File: src/rtl/if_stage_if.sv
// Instruction-memory bus between the fetch stage (master) and instruction memory (slave).
// A transfer completes in any cycle where imem_req and imem_ack are both high.
interface if_stage_if;
  logic        imem_req;
  logic [31:0] imem_addr;
  logic        imem_ack;
  logic [31:0] imem_rdata;

  modport master (
    output imem_req,
    output imem_addr,
    input  imem_ack,
    input  imem_rdata
  );

  modport slave (
    input  imem_req,
    input  imem_addr,
    output imem_ack,
    output imem_rdata
  );
endinterface

File: src/rtl/if_stage.sv
// Instruction-fetch stage: fetch PC, imem req/ack handshake, one-entry skid buffer and a
// registered IF/ID slot; redirects arriving mid-transaction are parked in S_DROP.
module if_stage #(
  parameter logic [31:0] RESET_PC = 32'h0000_0000,
  parameter logic [31:0] NOP_INST = 32'h0000_0013
) (
  input  logic              clk,
  input  logic              reset,
  input  logic              stall,
  input  logic              redirect,
  input  logic [31:0]       redirect_pc,
  if_stage_if.master        imem,
  output logic [31:0]       inst,
  output logic [31:0]       pc,
  output logic [31:0]       pc4,
  output logic              valid
);

  localparam int DATA_W = 32;

  typedef enum logic [1:0] {S_REQ, S_DROP, S_FULL} state_t;

  state_t              r_state, w_state_nxt;
  logic                r_req_en;
  logic [DATA_W-1:0]   r_fetch_pc, w_fetch_pc_nxt;
  logic [DATA_W-1:0]   r_pend_pc,  w_pend_pc_nxt;
  logic [DATA_W-1:0]   r_buf_inst, w_buf_inst_nxt;
  logic [DATA_W-1:0]   r_buf_pc,   w_buf_pc_nxt;
  logic [DATA_W-1:0]   r_inst_p1,  w_inst_nxt;
  logic [DATA_W-1:0]   r_pc_p1,    w_pc_nxt;
  logic [DATA_W-1:0]   r_pc4_p1,   w_pc4_nxt;
  logic                r_vld_p1,   w_vld_nxt;

  logic                w_req, w_xfer, w_can_load, w_consume;
  logic [DATA_W-1:0]   w_redirect_tgt;

  // r_req_en keeps imem_req low until the first cycle after reset is released.
  assign w_req          = r_req_en && (r_state != S_FULL);
  assign w_xfer         = w_req && imem.imem_ack;
  assign w_can_load     = !r_vld_p1 || !stall;
  assign w_consume      = r_vld_p1 && !stall;
  assign w_redirect_tgt = {redirect_pc[31:2], 2'b00};

  assign imem.imem_req  = w_req;
  assign imem.imem_addr = r_fetch_pc;

  assign inst  = r_inst_p1;
  assign pc    = r_pc_p1;
  assign pc4   = r_pc4_p1;
  assign valid = r_vld_p1;

  always_comb begin
    w_state_nxt    = r_state;
    w_fetch_pc_nxt = r_fetch_pc;
    w_pend_pc_nxt  = r_pend_pc;
    w_buf_inst_nxt = r_buf_inst;
    w_buf_pc_nxt   = r_buf_pc;
    w_inst_nxt     = r_inst_p1;
    w_pc_nxt       = r_pc_p1;
    w_pc4_nxt      = r_pc4_p1;
    w_vld_nxt      = r_vld_p1;

    case (r_state)
      S_REQ: begin
        if (redirect) begin
          w_vld_nxt  = 1'b0;
          w_inst_nxt = NOP_INST;
          if (w_xfer || !w_req) begin
            w_fetch_pc_nxt = w_redirect_tgt;
          end else begin
            // Request still outstanding: its address must stay on the bus until acked.
            w_pend_pc_nxt = w_redirect_tgt;
            w_state_nxt   = S_DROP;
          end
        end else if (w_xfer) begin
          w_fetch_pc_nxt = r_fetch_pc + 32'd4;
          if (w_can_load) begin
            w_inst_nxt = imem.imem_rdata;
            w_pc_nxt   = r_fetch_pc;
            w_pc4_nxt  = r_fetch_pc + 32'd4;
            w_vld_nxt  = 1'b1;
          end else begin
            w_buf_inst_nxt = imem.imem_rdata;
            w_buf_pc_nxt   = r_fetch_pc;
            w_state_nxt    = S_FULL;
          end
        end else if (w_consume) begin
          w_vld_nxt = 1'b0;
        end
      end

      S_DROP: begin
        if (w_consume) w_vld_nxt = 1'b0;
        if (redirect) begin
          w_pend_pc_nxt = w_redirect_tgt;
          w_vld_nxt     = 1'b0;
          w_inst_nxt    = NOP_INST;
        end
        if (w_xfer) begin
          w_fetch_pc_nxt = redirect ? w_redirect_tgt : r_pend_pc;
          w_state_nxt    = S_REQ;
        end
      end

      S_FULL: begin
        if (redirect) begin
          w_vld_nxt      = 1'b0;
          w_inst_nxt     = NOP_INST;
          w_fetch_pc_nxt = w_redirect_tgt;
          w_state_nxt    = S_REQ;
        end else if (!stall) begin
          w_inst_nxt  = r_buf_inst;
          w_pc_nxt    = r_buf_pc;
          w_pc4_nxt   = r_buf_pc + 32'd4;
          w_vld_nxt   = 1'b1;
          w_state_nxt = S_REQ;
        end
      end

      default: w_state_nxt = S_REQ;
    endcase
  end

  always_ff @(posedge clk) begin
    if (reset) r_state <= S_REQ;
    else       r_state <= w_state_nxt;
  end

  // IF/ID slot boundary (p1)
  always_ff @(posedge clk) begin
    if (reset) begin
      r_req_en   <= 1'b0;
      r_fetch_pc <= RESET_PC;
      r_inst_p1  <= NOP_INST;
      r_pc_p1    <= '0;
      r_pc4_p1   <= '0;
      r_vld_p1   <= 1'b0;
    end else begin
      r_req_en   <= 1'b1;
      r_fetch_pc <= w_fetch_pc_nxt;
      r_inst_p1  <= w_inst_nxt;
      r_pc_p1    <= w_pc_nxt;
      r_pc4_p1   <= w_pc4_nxt;
      r_vld_p1   <= w_vld_nxt;
    end
  end

  always_ff @(posedge clk) begin
    r_pend_pc  <= w_pend_pc_nxt;
    r_buf_inst <= w_buf_inst_nxt;
    r_buf_pc   <= w_buf_pc_nxt;
  end

endmodule

File: src/flat_wrapper.sv
// flat-port wrapper written by rule: the top's interface ports become plain ports
module if_stage_flat 
#(
  parameter logic [31:0] RESET_PC = 32'h0000_0000,
  parameter logic [31:0] NOP_INST = 32'h0000_0013
)
  (clk, reset, stall, redirect, redirect_pc, inst, pc, pc4, valid, imem_imem_req, imem_imem_addr, imem_imem_ack, imem_imem_rdata);
  if_stage_if imem_i ();
  input  logic clk;
  input  logic reset;
  input  logic stall;
  input  logic redirect;
  input  logic [31:0] redirect_pc;
  output logic [31:0] inst;
  output logic [31:0] pc;
  output logic [31:0] pc4;
  output logic valid;
  output wire logic [$bits(imem_i.imem_req)-1:0] imem_imem_req;
  output wire logic [$bits(imem_i.imem_addr)-1:0] imem_imem_addr;
  input wire logic [$bits(imem_i.imem_ack)-1:0] imem_imem_ack;
  input wire logic [$bits(imem_i.imem_rdata)-1:0] imem_imem_rdata;
  assign imem_imem_req = imem_i.imem_req;
  assign imem_imem_addr = imem_i.imem_addr;
  assign imem_i.imem_ack = imem_imem_ack;
  assign imem_i.imem_rdata = imem_imem_rdata;
  if_stage #(.RESET_PC(RESET_PC), .NOP_INST(NOP_INST)) u_core (.clk(clk), .reset(reset), .stall(stall), .redirect(redirect), .redirect_pc(redirect_pc), .imem(imem_i), .inst(inst), .pc(pc), .pc4(pc4), .valid(valid));
endmodule
File: config.mk
export PLATFORM = sky130hd
export DESIGN_NAME = if_stage_flat
export DESIGN_NICKNAME = d
export VERILOG_FILES = /design/src/rtl/if_stage_if.sv /design/src/rtl/if_stage.sv /design/src/flat_wrapper.sv
export SDC_FILE = /design/constraint.sdc
export NUM_CORES = 1
export LEC_CHECK = 0
export ABC_AREA = 1
export BUFFER_PORTS_ARGS = -buffer_cell sky130_fd_sc_hd__buf_4
export CAP_MARGIN = 20
export CORE_UTILIZATION = 58
export CTS_BUF_LIST = sky130_fd_sc_hd__clkbuf_8
export DETAILED_ROUTE_END_ITERATION = 12
export PLACE_DENSITY = 0.88
export SYNTH_ARGS = -nofsm -noshare
export SYNTH_HDL_FRONTEND = slang
export SYNTH_SLANG_ARGS = --single-unit
File: constraint.sdc
create_clock -name clk -period 8.2 [get_ports clk]
set_clock_uncertainty 0.1 [all_clocks]
set_input_delay 1.23 -clock clk [delete_from_list [all_inputs] [get_ports clk]]
set_output_delay 1.23 -clock clk [all_outputs]
set_load 0.1 [all_outputs]
==> results by group, run 1 <==
Outcome
  • Status: finished clean

Synthesis
  • Post-synth top cells: nand2_1, nor2_1, o21ai_0
  • Yosys warns: 0
  • Top FF cell, synth: dfxtp_1
  • Mapped Area: 0.0115 mm^2
  • FFs w/ async S/R, synth: 0
  • Area contributors post-synth: edfxtp_1, dfxtp_1, nand2_1
  • Share of the synthesized area in the top cell type: 0.251
  • Most frequent cell after synthesis: nand2_1
  • Seq/Total Area, Yosys: 0.477
  • Cells after synthesis: 1,502
  • Total nets after synthesis: 1,577
  • Yosys reg bits: 226
  • Post-synthesis area per instance: 7.66 um^2
  • Area leader, netlist: edfxtp_1
  • Post-synth EDFFs: 96
  • Yosys cell types: 42

Placed design
  • Hpwl dp: 22.1 mm
  • Number of I/O port buffers: 196
  • Cells after DPL: 1,886
  • GPL Wtd Cong: 0.949

Critical path
  • Worst reg2reg path depth: 13
  • Critical Path Stages: 13
  • CP Class: reg -> reg
  • Most frequent cell on the critical path: buf_4
  • Critical path buffers and inverters: 7
  • Worst Path Max Fanout: 68
  • Worst Setup End Kind: flip-flop
  • Worst EP arrival: 4.57 ns
  • Slowest cell delay on critical path: 0.63 ns
  • CP delay by family, top: buffers and inverters
  • Worst Path Required: 8.54 ns
  • Worst-path cell chain: inv_1 > ha_2 > buf_4 > inv_2 > buf_4 > nand3_2 > o21ai_2 > nand2_2 > inv_2 > buf_4 > nand2_1 > o21ai_1 > inv_1
  • CP startpoint kind: flip-flop
  • Crit-path slowest cell: buf_4

Finish
  • Layout Cells excl Fill: 1,957
  • Area Overhead vs Synth: 18.9%
  • Final nets: 1,738
  • FF/Latch Area: 0.00549 mm^2
  • Layout cell share with drive strength beyond 1: 0.182
  • Multi-input gate area: 0.00521 mm^2
  • Filler cell count in the final layout: 1,507
  • Util after Layout: 0.703
  • Ant. Diodes: 0

Die
  • Die X: 143 um
  • IO Count: 199
  • Initial Utilization: 0.591
  • Total core area: 0.0195 mm^2
  • Die area: 0.0204 mm^2
  • Rows: 51
  • Die Ht: 143 um

STA
  • Endpoints failing setup: 0
  • RSZ-0062 raised after global routing: no
  • Worst slew margin: 0.402
  • Worst-margin pin slew: 0.896 ns
  • Maximum achievable frequency: 0.237 GHz
  • Hold Fails Final Rpt: 0
  • Max Slew Vio Count: 0
  • Final period utilization: 0.515
  • Min Tclk post-route: 4.22 ns
  • Hold slack: 0.372 ns
  • Setup TNS: 0 ns

Detailed routing
  • Wire per inst: 17.0 um
  • # DRC: 0
  • Post-Route WL: 33.3 mm
  • 1st-pass router iterations: 6
  • Vias per cell: 5.78
  • DR WL met2: 14.7 mm
  • Vias: 11.3k
  • Routed Antenna Nets: 0
  • Wire length on met1: 13.6 mm
  • Wire length on met3: 3.75 mm
  • DRT iter0 DRCs: 1,166
  • Top sig layer: met4

Run
  • Max_cap viols: 0

CTS
  • Clock transition at path regs: 0.06 ns
  • TritonCTS clock tree: yes
  • Htree depth: 2
  • Clk sinks: 226
  • Clock Path Buffers: 3
  • CTS Hold Bufs: 0
  • Worst-Skew Late Latency: 0.54 ns
  • Postcts setup bufs: 0
  • Post-CTS resize count: 0
  • CTS buffer count: 39
  • Clock Tree Root: clkbuf_8

Global routing
  • Largest net degree at the start of global routing: 85
  • Total track usage: 0.327
  • Total global routing overflow: 0
  • Number of global-route vias before repair: 10.3k
  • Antenna violations before repair: 0
  • First-pass GRT wire length: 52.4 mm

Hold path
  • Hold-critical path depth: 2
  • Hold Crit Class: reg -> reg
[cell usage in the layout, fill, tap and decap left out, drive strengths merged, types with 2 or more instances in the layout]
master,count
xnor2,10
nor2,175
a221oi,2
nor3,8
buf,206
o21ai,194
a31oi,41
xor2,17
nand2,452
nand3b,10
nand4,5
nand3,52
dfxtp,130
clkbuf,46
and2,3
edfxtp,96
clkinv,2
inv,117
or2,4
a21oi,83
o21bai,2
ha,6
o211ai,27
[layout make-up]
class	count	share of cell area
clock inverter	24	0.00723
inverter	95	0.0266
multi-input combinational	1095	0.381
sequential	226	0.401
clock buffer	46	0.0463
tap	265	0.0242
timing repair buffer	206	0.114
[kinds of logic after synthesis]
kind of cell / share of synthesized area
adders and majority gates: 0.00653
buffers and inverters: 0.0711
and+or+nand+nor: 0.258
AOI/OAI and AO/OA: 0.166
DFF: 0.477
xor gates and xnor gates: 0.0212
[flip-flops by register name (all words and copies together) (netlist names)]
register / flops
u_core.imem.imem_addr: 32
u_core.inst: 32
u_core.pc4: 32
u_core.r_buf_inst: 32
u_core.r_buf_pc: 32
u_core.r_pend_pc: 32
u_core.pc: 30
u_core.r_state: 2
u_core.r_req_en: 1
u_core.valid: 1
[metrics by stage]
stage / area [um^2] / setup slack, ns
floorplan: 11500 / 1.52
global placement: 12900 / 4.02
detailed placement: 12900 / 4.00
CTS: 13700 / 4.05
global route: 13700 / 3.69
finish: 13700 / 3.98
[worst paths after layout]
path / from / endpoint / slack, ns
min reg2reg: u_core.inst[4] / u_core.inst[4] / 0.37
min: u_core.inst[4] / u_core.inst[4] / 0.37
max: u_core.r_state[0] / u_core.pc4[27] / 3.98
max reg2reg: u_core.r_state[0] / u_core.pc4[27] / 3.98
[worst register-to-register path, stage by stage, from the launching register on]
cell	delay, ns
dfxtp_1	0.38
inv_1	0.09
ha_2	0.23
buf_4	0.32
inv_2	0.13
buf_4	0.60
nand3_2	0.29
o21ai_2	0.20
nand2_2	0.23
inv_2	0.61
buf_4	0.64
nand2_1	0.13
o21ai_1	0.15
inv_1	0.05
[per-layer routing]
layer | vias up | track usage
met4 | 0 | 0.148
met3 | 91 | 0.0610
met1 | 5185 | 0.462
met5 | - | 0
li1 | 5328 | -
met2 | 707 | 0.488
Power of run 1 is left out: the tool's default activity adds up to more than one toggle a clock period on the data nets, which glitch-free logic cannot reach.
==> run 2: changes to the inputs <==
- CORE_UTILIZATION: 58 -> 53
- PLACE_DENSITY: 0.88 -> 0.85
- clock period: 8.2 -> 3.5 ns (I/O delays scaled with it)
==> run 2 against run 1 <==
Net effect:
- register-to-register slack worse by 3.3 ns
- setup slack worse by 3.3 ns
- critical path depth shrank 8
- critical path type is now reg -> out
- largest cell class unchanged
- highest routed layer unchanged
==> results by group, run 2 (synthesis results as in run 1) <==
Global routing
  • GR Layer Usage met1: 0.416 (-0.0455)
  • Total track usage: 0.297 (-0.0298)
  • Total global routing overflow: 0 (unchanged)
  • GR peak layer: met2
  • First-pass GRT wire length: 52.1 mm (-0.53%)
  • Number of global-route vias before repair: 10.1k (-2.0%)
  • Largest net degree at the start of global routing: 113 (+33%)
  • Met3 Use GR: 0.0648 (+0.00380)
  • M2 GR Usage: 0.440 (-0.0478)
  • Antenna violations before repair: 0 (unchanged)

Detailed routing
  • Vias per cell: 5.62 (-2.8%)
  • DRT iter0 DRCs: 1,248 (+7.0%)
  • Routed Antenna Nets: 0 (unchanged)
  • Post-Route WL: 33.0 mm (-0.75%)
  • Wire per inst: 16.8 um (-1.5%)
  • # DRC: 0 (unchanged)
  • 1st-pass router iterations: 6 (unchanged)
  • Vias: 11.1k (-2.1%)

STA
  • Worst-margin pin slew: 0.874 ns (-0.0220 ns)
  • Max Slew Vio Count: 0 (unchanged)
  • Min Tclk post-route: 2.84 ns
  • Endpoints failing setup: 0 (unchanged)
  • Hold Fails Final Rpt: 0 (unchanged)
  • Final period utilization: 0.812
  • RSZ-0062 raised after global routing: no
  • Maximum achievable frequency: 0.352 GHz
  • Setup TNS: 0 ns (unchanged)
  • Worst slew margin: 0.417 (+0.0147)

CTS
  • Clock transition at path regs: 0.06 ns (about the same)
  • CTS Hold Bufs: 0 (unchanged)
  • Htree depth: 2 (unchanged)
  • CTS buffer count: 38 (-2.6%)
  • Clock Tree Root: clkbuf_8
  • Worst-Skew Late Latency: 0.54 ns (about the same)
  • Post-CTS resize count: 0 (unchanged)
  • TritonCTS clock tree: yes
  • Clock Path Buffers: 3 (unchanged)
  • Postcts setup bufs: 0 (unchanged)
  • Clk sinks: 226 (unchanged)

Placed design
  • Hpwl dp: 22.6 mm (+2.7%)
  • Number of I/O port buffers: 196 (unchanged)
  • DP Area: 0.0130 mm^2 (+0.78%)
  • GPL Wtd Cong: 0.926 (-2.3%)

Finish
  • Util after Layout: 0.649 (-0.0538)
  • Final nets: 1,742 (+0.23%)
  • Commonest non-fill, non-tap cell in the layout: nand2_1
  • Most frequent cells in the layout: nand2_1, buf_4, nor2_1, o21ai_0, dfxtp_1
  • Layout cell share with drive strength beyond 1: 0.183 (+0.00134)
  • Ant. Diodes: 0 (unchanged)
  • Area Overhead vs Synth: 19.4%
  • Final instance area: 0.0137 mm^2 (+0.37%)

Die
  • Die Ht: 149 um (+4.5%)
  • IO Count: 199 (unchanged)
  • Rows: 53 (+3.9%)
  • Total core area: 0.0212 mm^2 (+8.7%)
  • Die area: 0.0223 mm^2 (+9.3%)
  • Initial Utilization: 0.544 (-0.0473)
  • Die X: 149 um (+4.5%)

Critical path
  • Worst reg2reg path depth: 10 (-3)
  • Worst Path Max Fanout: 57 (-16%)
  • Worst-path cell chain: inv_1 > ha_2 > buf_4 > nor2_2 > buf_4
  • Most frequent cell on the critical path: buf_4
  • Worst Setup End Kind: output port
  • CP startpoint kind: flip-flop
  • CP Class: reg -> out
  • Crit-path slowest cell: buf_4
  • Worst EP arrival: 2.22 ns (-2.35 ns)
  • Slowest cell delay on critical path: 0.55 ns (-0.08 ns)
  • Worst Path Required: 2.87 ns (-5.67 ns)

Outcome
  • Status: finished clean

Hold path
  • Hold Crit Class: in -> reg
  • Hold-critical path depth: 1 (-1)

Run
  • Max_cap viols: 0 (unchanged)
run 2: cell count changes in the layout (fill, tap and decap cells not counted), sizes merged:
cell,delta
inv,+1
buf,+5
clkbuf,-3
clkinvlp,+1
run 2: per-layer routing:
layer  part of all wire  vias up
li1                   -     5338
met1               0.42     5077
met2               0.44      571
met3               0.11       90
met4              0.039        0
met5                  0        -
run 2: per-stage QoR:
step                setup WS [ns]  instances  hold slack [ns]
global placement            0.751       1902            0.355
finish                      0.658       1971           0.0751
detailed placement          0.707       1902            0.365
global route                0.462       1971           0.0677
CTS                         0.642       1971           0.0610
floorplan                 -0.0131       1502            0.413
run 2: worst paths after layout:
path,from,end,slack (ns)
hold reg to reg,u_core.inst[8],u_core.inst[8],0.38
setup / recovery,u_core.r_state[0],imem_imem_req,0.66
setup reg to reg,u_core.r_state[0],u_core.imem.imem_addr[10],0.71
hold / removal,imem_imem_rdata[31],u_core.r_buf_inst[31],0.08
run 2: critical path: cells and delay by family (launching register included):
kind | cells | cell delay [ns]
buf+inv | 3 | 0.91
flops | 1 | 0.34
fa+ha+maj | 1 | 0.31
simple gates | 1 | 0.12
run 2: layout make-up:
cell class / count / area [um^2]
multi-input cells: 1095 / 5220
well taps: 275 / 344
flip-flops and latches: 226 / 5490
repair buffers: 211 / 1620
inverters: 95 / 364
clock buffers: 43 / 592
fillers: 1776 / 7420
clock inverters: 26 / 104
Power of run 2 is left out for the same reason.
